--- src/rtl/rv_multicycle_ctrl_if.sv ---
// Memory request handshake between the multi-cycle controller and the shared
// instruction/data memory port.
interface rv_multicycle_ctrl_if;
    logic mem_req;
    logic mem_we;
    logic mem_addr_sel;
    logic mem_ready;

    modport master (
        output mem_req,
        output mem_we,
        output mem_addr_sel,
        input  mem_ready
    );

    modport slave (
        input  mem_req,
        input  mem_we,
        input  mem_addr_sel,
        output mem_ready
    );
endinterface

--- src/rtl/rv_multicycle_ctrl.sv ---
// Multi-cycle RV32I control FSM: fetch/decode/execute/mem/writeback sequencing,
// retired-instruction counter and sticky fault trap.
module rv_multicycle_ctrl #(
    parameter int CNT_W       = 32,
    parameter int MEM_TIMEOUT = 16
) (
    input  logic                   clk,
    input  logic                   reset_n,
    rv_multicycle_ctrl_if.master   mem,
    input  logic [6:0]             inst_opcode,
    input  logic                   branch_taken,
    output logic                   ir_we,
    output logic                   pc_we,
    output logic [1:0]             pc_sel,
    output logic                   rf_we,
    output logic [1:0]             wb_sel,
    output logic                   alu_a_sel,
    output logic                   alu_b_sel,
    output logic [2:0]             imm_type,
    output logic [2:0]             state_o,
    output logic                   retired,
    output logic [CNT_W-1:0]       instret,
    output logic                   trap,
    output logic [1:0]             trap_cause
);

    typedef enum logic [2:0] {
        S_FETCH   = 3'd0,
        S_DECODE  = 3'd1,
        S_EXECUTE = 3'd2,
        S_MEM     = 3'd3,
        S_WB      = 3'd4,
        S_TRAP    = 3'd5
    } state_t;

    typedef enum logic [3:0] {
        C_NONE   = 4'd0,
        C_LUI    = 4'd1,
        C_AUIPC  = 4'd2,
        C_JAL    = 4'd3,
        C_JALR   = 4'd4,
        C_BRANCH = 4'd5,
        C_LOAD   = 4'd6,
        C_STORE  = 4'd7,
        C_OPIMM  = 4'd8,
        C_OP     = 4'd9
    } class_t;

    localparam int TO_W = (MEM_TIMEOUT > 0) ? $clog2(MEM_TIMEOUT + 1) : 1;
    localparam logic [TO_W-1:0] TO_LIMIT = TO_W'(MEM_TIMEOUT);

    function automatic class_t decode_class(input logic [6:0] op);
        case (op)
            7'b0110111: decode_class = C_LUI;
            7'b0010111: decode_class = C_AUIPC;
            7'b1101111: decode_class = C_JAL;
            7'b1100111: decode_class = C_JALR;
            7'b1100011: decode_class = C_BRANCH;
            7'b0000011: decode_class = C_LOAD;
            7'b0100011: decode_class = C_STORE;
            7'b0010011: decode_class = C_OPIMM;
            7'b0110011: decode_class = C_OP;
            default:    decode_class = C_NONE;
        endcase
    endfunction

    function automatic logic [2:0] imm_of(input class_t c);
        case (c)
            C_LOAD, C_OPIMM, C_JALR: imm_of = 3'd0;
            C_STORE:                 imm_of = 3'd1;
            C_BRANCH:                imm_of = 3'd2;
            C_LUI, C_AUIPC:          imm_of = 3'd3;
            C_JAL:                   imm_of = 3'd4;
            default:                 imm_of = 3'd7;
        endcase
    endfunction

    state_t            r_state;
    class_t            r_class;
    logic [TO_W-1:0]   r_to_cnt;
    logic [CNT_W-1:0]  r_instret;
    logic [1:0]        r_trap_cause;

    state_t            w_next_state;
    class_t            w_dec_class;
    logic              w_to_hit;
    logic              w_mem_req;
    logic              w_mem_we;
    logic              w_mem_addr_sel;
    logic              w_ir_we;
    logic              w_pc_we;
    logic [1:0]        w_pc_sel;
    logic              w_rf_we;
    logic [1:0]        w_wb_sel;
    logic              w_alu_a_sel;
    logic              w_alu_b_sel;
    logic [2:0]        w_imm_type;
    logic              w_retired;
    logic [1:0]        w_cause;

    assign w_dec_class = decode_class(inst_opcode);
    assign w_to_hit    = (MEM_TIMEOUT > 0) && (r_to_cnt == TO_LIMIT);

    // Next-state and Mealy output decode
    always_comb begin
        w_next_state   = r_state;
        w_mem_req      = 1'b0;
        w_mem_we       = 1'b0;
        w_mem_addr_sel = 1'b0;
        w_ir_we        = 1'b0;
        w_pc_we        = 1'b0;
        w_pc_sel       = 2'd0;
        w_rf_we        = 1'b0;
        w_wb_sel       = 2'd0;
        w_alu_a_sel    = 1'b0;
        w_alu_b_sel    = 1'b0;
        w_imm_type     = 3'd0;
        w_retired      = 1'b0;
        w_cause        = 2'd0;
        case (r_state)
            S_FETCH: begin
                w_mem_req = 1'b1;
                if (mem.mem_ready) begin
                    w_ir_we      = 1'b1;
                    w_next_state = S_DECODE;
                end else if (w_to_hit) begin
                    w_next_state = S_TRAP;
                    w_cause      = 2'd2;
                end else begin
                    w_next_state = S_FETCH;
                end
            end
            S_DECODE: begin
                w_imm_type = imm_of(w_dec_class);
                if (w_dec_class != C_NONE) begin
                    w_next_state = S_EXECUTE;
                end else begin
                    w_next_state = S_TRAP;
                    w_cause      = 2'd1;
                end
            end
            S_EXECUTE: begin
                w_imm_type  = imm_of(r_class);
                w_alu_a_sel = (r_class == C_AUIPC);
                w_alu_b_sel = !((r_class == C_OP) || (r_class == C_BRANCH));
                if (r_class == C_BRANCH) begin
                    w_pc_we      = 1'b1;
                    w_pc_sel     = branch_taken ? 2'd1 : 2'd0;
                    w_retired    = 1'b1;
                    w_next_state = S_FETCH;
                end else if ((r_class == C_LOAD) || (r_class == C_STORE)) begin
                    w_next_state = S_MEM;
                end else begin
                    w_next_state = S_WB;
                end
            end
            S_MEM: begin
                w_mem_req      = 1'b1;
                w_mem_addr_sel = 1'b1;
                w_mem_we       = (r_class == C_STORE);
                if (mem.mem_ready) begin
                    if (r_class == C_STORE) begin
                        w_pc_we      = 1'b1;
                        w_retired    = 1'b1;
                        w_next_state = S_FETCH;
                    end else begin
                        w_next_state = S_WB;
                    end
                end else if (w_to_hit) begin
                    w_next_state = S_TRAP;
                    w_cause      = 2'd2;
                end else begin
                    w_next_state = S_MEM;
                end
            end
            S_WB: begin
                w_rf_we      = 1'b1;
                w_pc_we      = 1'b1;
                w_retired    = 1'b1;
                w_next_state = S_FETCH;
                case (r_class)
                    C_LOAD: begin
                        w_wb_sel = 2'd1;
                        w_pc_sel = 2'd0;
                    end
                    C_JAL: begin
                        w_wb_sel = 2'd2;
                        w_pc_sel = 2'd1;
                    end
                    C_JALR: begin
                        w_wb_sel = 2'd2;
                        w_pc_sel = 2'd2;
                    end
                    default: begin
                        w_wb_sel = 2'd0;
                        w_pc_sel = 2'd0;
                    end
                endcase
            end
            S_TRAP: begin
                w_next_state = S_TRAP;
            end
            default: begin
                w_next_state = S_TRAP;
                w_cause      = 2'd1;
            end
        endcase
    end

    // State register
    always_ff @(posedge clk) begin
        if (!reset_n) begin
            r_state <= S_FETCH;
        end else begin
            r_state <= w_next_state;
        end
    end

    // Instruction class latched in DECODE so later states ignore IR changes
    always_ff @(posedge clk) begin
        if (!reset_n) begin
            r_class <= C_NONE;
        end else if (r_state == S_DECODE) begin
            r_class <= w_dec_class;
        end else begin
            r_class <= r_class;
        end
    end

    // Memory wait counter: runs only while a request is stalled in one state
    always_ff @(posedge clk) begin
        if (!reset_n) begin
            r_to_cnt <= {TO_W{1'b0}};
        end else if ((MEM_TIMEOUT == 0) || (w_next_state != r_state) ||
                     mem.mem_ready || !w_mem_req) begin
            r_to_cnt <= {TO_W{1'b0}};
        end else begin
            r_to_cnt <= r_to_cnt + TO_W'(1);
        end
    end

    // Trap cause captured only on entry so the first fault is kept
    always_ff @(posedge clk) begin
        if (!reset_n) begin
            r_trap_cause <= 2'd0;
        end else if ((r_state != S_TRAP) && (w_next_state == S_TRAP)) begin
            r_trap_cause <= w_cause;
        end else begin
            r_trap_cause <= r_trap_cause;
        end
    end

    // Retired-instruction counter, wraps silently
    always_ff @(posedge clk) begin
        if (!reset_n) begin
            r_instret <= {CNT_W{1'b0}};
        end else if (retired) begin
            r_instret <= r_instret + CNT_W'(1);
        end else begin
            r_instret <= r_instret;
        end
    end

    assign mem.mem_req      = w_mem_req & reset_n;
    assign mem.mem_we       = w_mem_we;
    assign mem.mem_addr_sel = w_mem_addr_sel;
    assign ir_we            = w_ir_we & reset_n;
    assign pc_we            = w_pc_we & reset_n;
    assign rf_we            = w_rf_we & reset_n;
    assign retired          = w_retired & reset_n;
    assign pc_sel           = w_pc_sel;
    assign wb_sel           = w_wb_sel;
    assign alu_a_sel        = w_alu_a_sel;
    assign alu_b_sel        = w_alu_b_sel;
    assign imm_type         = w_imm_type;
    assign state_o          = r_state;
    assign instret          = r_instret;
    assign trap             = (r_state == S_TRAP);
    assign trap_cause       = r_trap_cause;

endmodule

--- src/flat_wrapper.sv ---
// flat-port wrapper written by rule: the top's interface ports become plain ports
module rv_multicycle_ctrl_flat 
#(
    parameter int CNT_W       = 32,
    parameter int MEM_TIMEOUT = 16
)
  (clk, reset_n, inst_opcode, branch_taken, ir_we, pc_we, pc_sel, rf_we, wb_sel, alu_a_sel, alu_b_sel, imm_type, state_o, retired, instret, trap, trap_cause, mem_mem_req, mem_mem_we, mem_mem_addr_sel, mem_mem_ready);
  rv_multicycle_ctrl_if mem_i ();
  input  logic clk;
  input  logic reset_n;
  input  logic [6:0] inst_opcode;
  input  logic branch_taken;
  output logic ir_we;
  output logic pc_we;
  output logic [1:0] pc_sel;
  output logic rf_we;
  output logic [1:0] wb_sel;
  output logic alu_a_sel;
  output logic alu_b_sel;
  output logic [2:0] imm_type;
  output logic [2:0] state_o;
  output logic retired;
  output logic [CNT_W-1:0] instret;
  output logic trap;
  output logic [1:0] trap_cause;
  output wire logic [$bits(mem_i.mem_req)-1:0] mem_mem_req;
  output wire logic [$bits(mem_i.mem_we)-1:0] mem_mem_we;
  output wire logic [$bits(mem_i.mem_addr_sel)-1:0] mem_mem_addr_sel;
  input wire logic [$bits(mem_i.mem_ready)-1:0] mem_mem_ready;
  assign mem_mem_req = mem_i.mem_req;
  assign mem_mem_we = mem_i.mem_we;
  assign mem_mem_addr_sel = mem_i.mem_addr_sel;
  assign mem_i.mem_ready = mem_mem_ready;
  rv_multicycle_ctrl #(.CNT_W(CNT_W), .MEM_TIMEOUT(MEM_TIMEOUT)) u_core (.clk(clk), .reset_n(reset_n), .mem(mem_i), .inst_opcode(inst_opcode), .branch_taken(branch_taken), .ir_we(ir_we), .pc_we(pc_we), .pc_sel(pc_sel), .rf_we(rf_we), .wb_sel(wb_sel), .alu_a_sel(alu_a_sel), .alu_b_sel(alu_b_sel), .imm_type(imm_type), .state_o(state_o), .retired(retired), .instret(instret), .trap(trap), .trap_cause(trap_cause));
endmodule
--- config.mk ---
export PLATFORM = sky130hd
export DESIGN_NAME = rv_multicycle_ctrl_flat
export DESIGN_NICKNAME = d
export VERILOG_FILES = /design/src/rtl/rv_multicycle_ctrl_if.sv /design/src/rtl/rv_multicycle_ctrl.sv /design/src/flat_wrapper.sv
export SDC_FILE = /design/constraint.sdc
export NUM_CORES = 1
export LEC_CHECK = 0
export ABC_CLOCK_PERIOD_IN_PS = 3100
export BUFFER_PORTS_ARGS = -buffer_cell sky130_fd_sc_hd__buf_2
export CORE_AREA = 2 2 75 77
export DETAILED_ROUTE_END_ITERATION = 7
export DIE_AREA = 0 0 77 79
export GPL_TIMING_DRIVEN = 1
export PLACE_DENSITY = 0.91
export REMOVE_ABC_BUFFERS = 1
export SLEW_MARGIN = 20
export SYNTH_ARGS = -nofsm -noshare
export SYNTH_HDL_FRONTEND = slang
export SYNTH_SLANG_ARGS = --single-unit
--- constraint.sdc ---
create_clock -name clk -period 3.1 [get_ports clk]
set_input_delay 0.31 -clock clk [delete_from_list [all_inputs] [get_ports clk]]
set_output_delay 0.31 -clock clk [all_outputs]
set_load 0.01 [all_outputs]
==> run_results.csv, run 1 <==
group,metric,value,unit
status,status,"complete, no violations",
timing,slew_violations,0,
clocking,cts_setup_buffers,0,
timing,rsz0062_at_grt,"false",
grt,grt_start_max_net_pins,23,
logic_synthesis,synth_commonest_cells,"dfxtp_1 (49), nor2_1 (38), nand2_1 (31), a21oi_1 (24), xnor2_1 (22)",
pwr,ir_drop,0.419,mV
logic_synthesis,synth.avg_cell_area,8.23,µm²
logic_synthesis,synth-compound-area-share,20.8,%
timing,final-hold-violation-count,0,
clocking,clock-sinks,49,
route,finalWirelength,7190,µm
placed_design,port_buffers,64,
clocking,cts_buffers,5,
logic_synthesis,synth.distinct_cells,60,
critical_path,worstRegToRegCells,5,
cells_and_area,fin_util,64.3,%
logic_synthesis,yosys_warnings,0,
critical_path,arrival,2400,ps
logic_synthesis,yosysSeqAreaShare,32.8,%
floorplan,floorplan.initialDensity,56.0,%
grt,track_usage,24.6,%
timing,tightest_slew,693,ps
logic_synthesis,synth_top_family_by_area,"simple AND/OR/NAND/NOR gates",
placed_design,dp_hpwl,5220,µm
worst_hold_path,hold_depth,2,
clocking,clk_latency,310,ps
logic_synthesis,synth_flop_cell,"dfxtp_1",
floorplan,die-area,6080,µm²
route,ant_nets,0,
timing,fin_crit_sh,87.3,%
route,drt-pass1-iter-count,4,
clocking,post_cts_resized,0,
clocking,htreeDepth,2,
grt,overflow,0,
logic_synthesis,synth-simple-area-share,27.4,%
timing,timing.hold.ws,445,ps
timing,slew_headroom,53.7,%
cells_and_area,drive_gt1_share,22.2,%
timing,fmax,370,MHz
critical_path,r2r_slack,600,ps
logic_synthesis,synth.area.mux_share,2.80,%
critical_path,worstPathRequired,2790,ps
logic_synthesis,synth-seq-cells,49,
clocking,cts_tree,"built",
clocking,cts_root_buf,"clkbuf_8",
grt,antenna_found_initial,0,
cells_and_area,fin_nets,437,
timing,setup_viol,0,
route,drt-initial-drc-count,250,
timing,tns,0,ps
cells_and_area,area_delta_synth_final,14.9,%
timing,skew,12.8,ps
logic_synthesis,synth_top_area_cell,"dfxtp_1",
logic_synthesis,synth_adder_area_share,3.77,%
grt,grt_pass1_wl,12200,µm
critical_path,reg2reg_to,"u_core.instret[29]",
flow_run,cap_viol_max_count,0,
critical_path,worstSetupStartpointType,"primary input",
critical_path,timing.rr.start,"u_core.state_o[0]",
route,vias_per_cell,6.00,
floorplan,coreArea,5340,µm²
route,drt-wirelength-per-cell,14.7,µm
worst_hold_path,hold_start,"reset_n",
pwr,total_leakage_power,1.43,nW
floorplan,dieWidth,77,µm
critical_path,path_max_fanout,7,
grt,grt_pass1_vias,2629,
clocking,clk_pin_slew,80,ps
worst_hold_path,hold_class,"in2reg",
logic_synthesis,yosysMostFrequentCell,"dfxtp_1",
critical_path,worstSetupPathType,"in2out",
placed_design,gp_congestion,0.933,
floorplan,die-height,79,µm
clocking,clock_path_buffers,2,
clocking,hold_buffers,0,
route,num_vias,2938,
logic_synthesis,synth_edf_count,0,
critical_path,cp-end-kind,"primary output",
logic_synthesis,synth-async-reset-ratio,0,%
logic_synthesis,synth_area_leaders,"dfxtp_1 (33%), xnor2_1 (6.4%), nor2_1 (4.8%)",
route,post-route-drc-count,0,
worst_hold_path,hold_path_end,"u_core.state_o[1]",
logic_synthesis,syn_area,2990,µm²
logic_synthesis,synthCells,363,
logic_synthesis,synth-xor-area-share,7.33,%
logic_synthesis,netlist.area_leader.share,32.8,%
pwr,finalPower,1.20,mW
pwr,p_per_area,350,nW/µm²
floorplan,core.rowCount,27,
floorplan,io_pins,65,
cells_and_area,antenna_cells,0,
timing,finalCriticalPeriod,2710,ps
## kinds of logic after synthesis
group,count (synthesis)
AND/OR/NAND/NOR,151
flip-flops,49
adder cells (fa/ha/maj),9
AO/OA/AOI/OAI,85
multiplexers,8
XOR/XNOR,25
buffers and inverters,36
## routing by layer
metal / global-route usage (%) / up-vias / wire [µm]
met3: 4.09 / 13 / 465
met5: 0 / - / 0
met4: 9.29 / 0 / 141
met2: 41.0 / 111 / 3450
li1: - / 1425 / -
met1: 32.2 / 1389 / 3130
## registers in the layout (all words and copies together), names as in the netlist, named ones only
signal             cells
u_core.instret        32
u_core.r_to_cnt        5
u_core.r_class         4
u_core.state_o         3
u_core.trap_cause      2
## final cells by class
type                            count  area [µm²]
Tap cell                           72        90.1
Sequential cell                    49         981
Multi-Input combinational cell    278        1860
Timing Repair Buffer               69         358
Inverter                           14        52.6
Clock buffer                        6        72.6
Clock inverter                      2        15.0
Fill cell                         462        1900
## critical path, stage by stage
cell,delay [ps]
buf_2,140
or3b_1,430
o21ai_0,170
a21oi_1,90
nor2_1,310
inv_1,90
ha_1,240
mux2_2,270
a21oi_1,140
a21o_1,90
buf_2,120
## layout by cell type, fill, tap and decap left out, drive strengths merged, types with 7 or more instances in the layout
cell / count
a2111oi: 7
a211oi: 8
a21oi: 24
and2: 8
buf: 69
dfxtp: 49
ha: 9
inv: 14
nand2: 31
nand3: 15
nor2: 38
nor2b: 11
o21ai: 15
or3: 8
xnor2: 22
## per-stage QoR
stage	instances	area (µm²)	worst slack [ps]
floorplan	341	2890	459
global placement	482	3350	504
CTS	490	3430	426
detailed placement	482	3350	427
global route	490	3430	216
finish	490	3430	394
## report_power, final
part           internal, mW  switching, mW
Combinational        0.0679         0.0956
Clock                 0.159          0.218
Sequential            0.641         0.0207
## worst max-delay path by stage
stage,startpoint,to,cells after the start
finish,inst_opcode[3],imm_type[0],11
global route,inst_opcode[3],imm_type[0],11
global placement,inst_opcode[3],imm_type[0],11
CTS,inst_opcode[3],imm_type[0],11
floorplan,u_core.state_o[1],u_core.instret[28],5
detailed placement,inst_opcode[3],imm_type[0],11
Power figures use the tool's default switching activity.
==> run 2, diff against run 1 <==
Settings changed: REMOVE_ABC_BUFFERS 1 to not set.
==> run_results.csv, run 2 (synthesis gave the netlist of run 1 again) <==
group,metric,value,unit
floorplan,core.rowCount,27,
grt,gr-usage-met1,29.8,%
cells_and_area,layout_commonest_cell,"buf_2",
cells_and_area,fillers,468,
grt,grt_pass1_wl,11500,µm
placed_design,gp_congestion,0.906,
floorplan,dieWidth,77,µm
placed_design,dp_hpwl,5040,µm
critical_path,cp-end-kind,"flip-flop",
pwr,p_per_area,351,nW/µm²
critical_path,worstPathRequired,3330,ps
timing,fin_crit_sh,89.9,%
clocking,cts_tree,"built",
cells_and_area,area_delta_synth_final,14.6,%
floorplan,die-area,6080,µm²
clocking,hold_buffers,0,
placed_design,port_buffers,64,
clocking,cts_buffers,5,
clocking,cts_root_buf,"clkbuf_8",
clocking,clock-sinks,49,
route,drt-wirelength-per-cell,14.4,µm
cells_and_area,final_area,3430,µm²
flow_run,cap_viol_max_count,0,
clocking,clk_latency,300,ps
clocking,htreeDepth,2,
worst_hold_path,hold_class,"in2reg",
pwr,ir_drop,0.269,mV
timing,fmax,359,MHz
timing,finalCriticalPeriod,2790,ps
timing,skew,10.0,ps
route,finalWirelength,7040,µm
grt,grt_start_max_net_pins,32,
critical_path,arrival,3010,ps
route,drt-pass1-iter-count,5,
timing,final-hold-violation-count,0,
cells_and_area,final_cell_mix,"buf_2 (64), dfxtp_1 (49), nor2_1 (38)",
grt,grt.busiest_layer,"met2",
timing,setup_viol,0,
critical_path,worstSetupPathType,"reg2reg",
clocking,clock_path_buffers,2,
status,status,"complete, no violations",
timing,rsz0062_at_grt,"false",
grt,use_met3,6.48,%
critical_path,worstSetupStartpointType,"flip-flop",
grt,track_usage,22.5,%
placed_design,placed_area,3340,µm²
route,post-route-drc-count,0,
cells_and_area,drive_gt1_share,22.1,%
floorplan,coreArea,5340,µm²
floorplan,floorplan.initialDensity,56.0,%
pwr,total_leakage_power,1.42,nW
route,ant_nets,0,
timing,tightest_slew,1080,ps
clocking,cts_setup_buffers,0,
route,num_vias,2862,
floorplan,die-height,79,µm
route,drt-initial-drc-count,265,
route,vias_per_cell,5.85,
grt,antenna_found_initial,0,
logic_synthesis,syn_nets,383,
timing,slew_violations,0,
grt,overflow,0,
cells_and_area,antenna_cells,0,
timing,tns,0,ps
cells_and_area,fin_nets,436,
grt,met2_usage,37.0,%
critical_path,path_max_fanout,22,
clocking,clk_pin_slew,90,ps
grt,grt_pass1_vias,2494,
cells_and_area,largest_register_ffs,32,
floorplan,io_pins,65,
timing,slew_headroom,28.0,%
clocking,post_cts_resized,0,
run 2: changes by cell type in the layout (fill, tap and decap cells not counted), sizes merged:
cell / delta
buf: -1
run 2: final cells by class:
| class | instances | area, µm² | area share, % |
|---|---|---|---|
| clock buffers | 6 | 72.6 | 2.12 |
| inverters | 14 | 52.6 | 1.53 |
| flip-flops and latches | 49 | 981 | 28.6 |
| multi-input cells | 278 | 1860 | 54.4 |
| clock inverters | 2 | 15.0 | 0.438 |
| well taps | 72 | 90.1 | 2.63 |
| repair buffers | 68 | 350 | 10.2 |
run 2: critical path: stages (launching register included):
cell and delay [ps]:
dfxtp_1 530, nor2b_1 390, a41oi_2 620, a2111o_1 680, or3_1 340, a21oi_1 140
run 2: metal layers:
layer,vias up,part of all wire (%)
met5,-,0
met4,0,0.60
met3,4,7.3
met2,97,47
met1,1346,45
li1,1415,-
run 2: report_power, final:
group | internal (mW) | switching (mW)
clock network | 0.159 | 0.218
registers | 0.641 | 0.0213
logic | 0.0673 | 0.0952
total | 0.868 | 0.334
run 2: path summary, 6_finish.rpt:
| check | slack [ps] | endpoint | depth (start not counted) | startpoint |
|---|---|---|---|---|
| setup reg to reg | 310 | u_core.instret[26] | 5 | u_core.r_class[2] |
| setup / recovery | 310 | u_core.instret[26] | 5 | u_core.r_class[2] |
| hold / removal | 440 | u_core.state_o[1] | 2 | reset_n |
| hold reg to reg | 470 | u_core.r_to_cnt[0] | 1 | u_core.r_to_cnt[0] |
run 2: per-stage QoR:
step | utilization [%] | power (mW) | worst slack [ps] | std cells | hold slack (ps)
2_1_floorplan | - | 0.782 | 817 | 363 | 430
3_3_place_gp | 62.5 | 0.831 | 489 | 481 | 443
3_5_place_dp | 62.5 | 0.837 | 375 | 481 | 456
4_1_cts | 64.2 | 1.21 | 366 | 489 | 426
5_1_grt | 64.2 | 1.25 | 94.5 | 489 | 448
6_report | 64.2 | 1.20 | 313 | 489 | 437
